File: src/rtl/vsqrt_issue_ctrl.sv
// Issue controller for a single non-pipelined fp16 sqrt unit: walks a masked
// vector one element at a time, collects results and returns the whole vector.
module vsqrt_issue_ctrl #(
  parameter int          NUM_ELEMS = 4,
  parameter int          TIMEOUT   = 64,
  parameter logic [15:0] NAN_VAL   = 16'h7E00
) (
  input  logic                         CLK,
  input  logic                         nRST,
  input  logic                         in_valid,
  output logic                         in_ready,
  input  logic [16*NUM_ELEMS-1:0]      in_vec,
  input  logic [NUM_ELEMS-1:0]         in_mask,
  output logic                         out_valid,
  input  logic                         out_ready,
  output logic [16*NUM_ELEMS-1:0]      out_vec,
  output logic                         timeout_err,
  output logic [15:0]                  sq_input_val,
  output logic                         sq_valid_data_in,
  input  logic                         sq_ready,
  input  logic                         sq_valid_data_out,
  input  logic [15:0]                  sq_output_val,
  output logic [$clog2(NUM_ELEMS)-1:0] elem_idx
);

  localparam int IDX_W = $clog2(NUM_ELEMS);
  localparam int CNT_W = $clog2(TIMEOUT) + 1;

  localparam logic [1:0] S_IDLE  = 2'd0;
  localparam logic [1:0] S_ISSUE = 2'd1;
  localparam logic [1:0] S_WAIT  = 2'd2;
  localparam logic [1:0] S_DONE  = 2'd3;

  logic [1:0]           state;
  logic [IDX_W-1:0]     idx;
  logic [CNT_W-1:0]     cnt;
  logic [NUM_ELEMS-1:0] mask_q;
  logic [15:0]          op_arr  [NUM_ELEMS];
  logic [15:0]          res_arr [NUM_ELEMS];
  logic                 last;

  assign last      = (idx == IDX_W'(NUM_ELEMS - 1));
  assign in_ready  = (state == S_IDLE);
  assign out_valid = (state == S_DONE);
  assign elem_idx  = idx;

  // Result registers are the output vector; they are only written before DONE
  // so the vector stays stable while the consumer applies backpressure.
  for (genvar g = 0; g < NUM_ELEMS; g++) begin : g_out
    assign out_vec[16*g +: 16] = res_arr[g];
  end

  always_ff @(posedge CLK or negedge nRST) begin
    if (!nRST) begin
      state            <= S_IDLE;
      idx              <= '0;
      cnt              <= '0;
      mask_q           <= '0;
      sq_input_val     <= '0;
      sq_valid_data_in <= 1'b0;
      timeout_err      <= 1'b0;
      for (int i = 0; i < NUM_ELEMS; i++) begin
        op_arr[i]  <= '0;
        res_arr[i] <= '0;
      end
    end else begin
      sq_valid_data_in <= 1'b0;
      case (state)
        S_IDLE: begin
          if (in_valid) begin
            for (int i = 0; i < NUM_ELEMS; i++) begin
              op_arr[i]  <= in_vec[16*i +: 16];
              res_arr[i] <= '0;
            end
            mask_q      <= in_mask;
            timeout_err <= 1'b0;
            idx         <= '0;
            state       <= S_ISSUE;
          end
        end
        S_ISSUE: begin
          if (!mask_q[idx]) begin
            res_arr[idx] <= op_arr[idx];
            state        <= last ? S_DONE : S_ISSUE;
            if (!last) idx <= idx + IDX_W'(1);
          end else if (sq_ready) begin
            sq_input_val     <= op_arr[idx];
            sq_valid_data_in <= 1'b1;
            cnt              <= '0;
            state            <= S_WAIT;
          end
        end
        S_WAIT: begin
          // A hung sqrt unit is replaced by NaN after TIMEOUT cycles.
          if (sq_valid_data_out) begin
            res_arr[idx] <= sq_output_val;
            state        <= last ? S_DONE : S_ISSUE;
            if (!last) idx <= idx + IDX_W'(1);
          end else if (cnt == CNT_W'(TIMEOUT - 1)) begin
            res_arr[idx] <= NAN_VAL;
            timeout_err  <= 1'b1;
            state        <= last ? S_DONE : S_ISSUE;
            if (!last) idx <= idx + IDX_W'(1);
          end else begin
            cnt <= cnt + CNT_W'(1);
          end
        end
        S_DONE: begin
          if (out_ready) state <= S_IDLE;
        end
        default: state <= S_IDLE;
      endcase
    end
  end

endmodule
File: config.mk
export PLATFORM = sky130hd
export DESIGN_NAME = vsqrt_issue_ctrl
export DESIGN_NICKNAME = d
export VERILOG_FILES = /design/src/rtl/vsqrt_issue_ctrl.sv
export SDC_FILE = /design/constraint.sdc
export NUM_CORES = 1
export LEC_CHECK = 0
export BUFFER_PORTS_ARGS = -buffer_cell sky130_fd_sc_hd__buf_4
export CAP_MARGIN = 10
export CORE_MARGIN = 2
export CORE_UTILIZATION = 48
export DETAILED_ROUTE_END_ITERATION = 8
export PLACE_DENSITY = 0.76
export SYNTH_ARGS = -nofsm -noshare
export SYNTH_HDL_FRONTEND = slang
export SYNTH_SLANG_ARGS = --single-unit
File: constraint.sdc
create_clock -name CLK -period 2.1 [get_ports CLK]
set_input_delay 0.21 -clock CLK [delete_from_list [all_inputs] [get_ports CLK]]
set_output_delay 0.21 -clock CLK [all_outputs]
set_load 0.02 [all_outputs]
==> reports/metrics.cfg <==
[status]
status=completed

[final_layout]
antennaDiodeCount=0
layout-area-overhead-vs-synth_pct=36.74
design_area_mm2=0.009910
layout_commonest_cell=buf_4
nNetsFinal=876
fillers=1043
finalNonFillerCells=973
most-common-layout-cells=buf_4, dfrtp_1, mux2_2, a22o_1, nand2_1
drive_gt1_frac=0.4563

[synthesis]
yosysSeqAreaShare=0.5559
synth_cells=550
avgSynthCellArea_um2=13.18
syn_area_mm2=0.007247
synth_top_area_frac=0.5559
synth.largest_area_cell=dfrtp_1
ys_ff_latch=161
yosys_warnings=0
synth-edff-count=0
async_flop_share=1.000
synth_fp_nets=650
ys_types=45
ys_top_cells_by_area=dfrtp_1, mux2_2, a22o_1
synthFlopType=dfrtp_1

[hold_path]
hold_class=in2reg

[pwr]
power.internal_uw=9909
p_seq_frac=0.317
p_comb_frac=0.483
power.density_mw_per_mm2=1637
power_frac_clock=0.201
power.switching_uw=6312
netSwitchingFraction=0.3891
vdd_drop_max_mv=0.9304
cellLeakagePower_uw=0.004781

[critical_path]
cp-end-kind=flop
cp-start-kind=flop
cp_cell_sequence=mux4_2, a21oi_2, and3_2, o21ai_4, a22o_1
slowest_stage=mux4_2
crit_fanout=16
cpLargestDelayFamily=compound AO/OA/AOI/OAI gates
worstSetupPathType=reg2reg
critPathBufInv=0
required_ns=2.42
arrival_ns=2.32
max_stage_delay_ns=0.53

[run]
drv_cap=0

[route]
vias=5531
routedWlPerCell_um=19.25
drt_iter0_markers=417
wl_met3_mm=1.012
routed.top_layer=met4
routed_wl_mm=18.73
viasPerCell=5.684
route.met2.wl_mm=8.936
drc=0
drt_pass1_iterations=5
postRouteAntennaNets=0
wl_met1_mm=8.196

[place]
numPortBuffers=175
dp_cells=913
gp_congestion=0.8819
place_area_mm2=0.008935
hpwl_mm=13.92

[timing]
finalSetupViolCount=0
final_max_slew_viol_count=0
maxSlewHeadroom=0.6270
grt_setup_unrepaired=true
finalSetupTns_ns=0
hold_viol_final=0
period_share=0.9522
fmax_ghz=0.5001
skew_ns=0.01132
worst_pin_slew_ns=0.5594
hold-worst-slack_ns=0.01007
min_period_ns=2.000

[floorplan]
core_area_mm2=0.01464
pin_count=176
die_height_um=126.9
die_x_um=126.9
core.rowCount=44
initial_core_util=0.4949
die-area_mm2=0.01610

[clock_tree]
clock_sinks=161
numCtsBuffers=17
root_buffer=clkbuf_16
clk-insertion-delay-late_ns=0.44
cts_tree=done
h-tree-depth=4
clockBufferDepth=2
path_clk_slew_ns=0.06

[global_routing]
grt_max_degree=59
antenna_found_initial=0
grt_pass1_vias=5729
track_usage=0.2413
grt_pass1_wl_mm=30.15
globalRouteOverflowTotal=0

-- kinds of logic (layout without fill, tap and decap cells) --
group	after synthesis	count (layout)	share of synthesized area
adder cells (fa/ha/maj)	10	10	0.01727
flip-flops	161	161	0.5559
multiplexers	108	108	0.1872
AND/OR/NAND/NOR	84	84	0.05404
AO/OA/AOI/OAI	148	148	0.1581
buffers and inverters	39	278	0.02745
-- final cells by class --
type	instances	area (µm²)	share of cell area
clock buffers	19	452.9	0.04571
clock inverters	13	173.9	0.01755
inverters	10	37.54	0.003788
multi-input cells	350	3080	0.3109
flip-flops and latches	161	4031	0.4068
well taps	184	230.2	0.02323
repair buffers	236	1903	0.1920
-- sequential cells by signal, summed over array words and instances, names as in the netlist --
name	cells
state	2
out_vec	64
mask_q	4
sq_valid_data_in	1
elem_idx	2
timeout_err	1
sq_input_val	16
op_arr	64
cnt	7
-- path summary, 6_finish.rpt --
kind	start	end	slack, ns	depth (start not counted)
max in group asynchronous	nRST	out_vec[55]	1.10	3
min reg2reg	sq_input_val[13]	sq_input_val[13]	0.49	2
min	in_vec[27]	op_arr[43]	0.01	2
max reg2reg	elem_idx[0]	out_vec[15]	0.10	5
max	elem_idx[0]	out_vec[15]	0.10	5
min in group asynchronous	nRST	op_arr[27]	0.31	2
-- routing by layer --
layer  up-vias  GRT usage
met2       200     0.3735
met3        48    0.05905
met1      2759     0.3229
met4         0     0.1131
li1       2524          -
met5         -          0
-- metrics by stage --
step | util | total power, µW | setup WS, ns
finish | 0.6767 | 16220 | 0.1004
global route | 0.6767 | 17130 | -0.02308
CTS | 0.6723 | 16070 | -0.004070
detailed placement | 0.6101 | 12730 | -0.1662
global placement | 0.6101 | 12410 | -0.04376
floorplan | - | 9995 | -0.06846
-- power by group through the flow --
stage,sequential (µW),combinational [µW],clock [µW]
5_1_grt,5290,8390,3450
4_1_cts,5130,7650,3290
6_report,5140,7830,3250
3_5_place_dp,5170,7560,0
2_1_floorplan,5630,4360,0
3_3_place_gp,5100,7320,0
-- Yosys cell counts, types with 7 or more instances --
library cell and number:
nor2_1 15, nand3_1 7, a22o_1 60, dfrtp_1 161, clkbuf_1 8, nand2_1 39, a22oi_1 25, mux4_1 7
inv_1 9, mux2i_1 8, ha_1 10, buf_1 9, o21ai_0 26, mux2_2 89
-- repair_timing --
item                                   4_1_cts  5_1_grt
setup endpoints to repair                   58       67
endpoints found under the hold margin       83        0
resized for setup                            3       19
setup buffers                                0        0
hold buffers                                28        0
No activity file was read; power rests on OpenSTA's default activity.
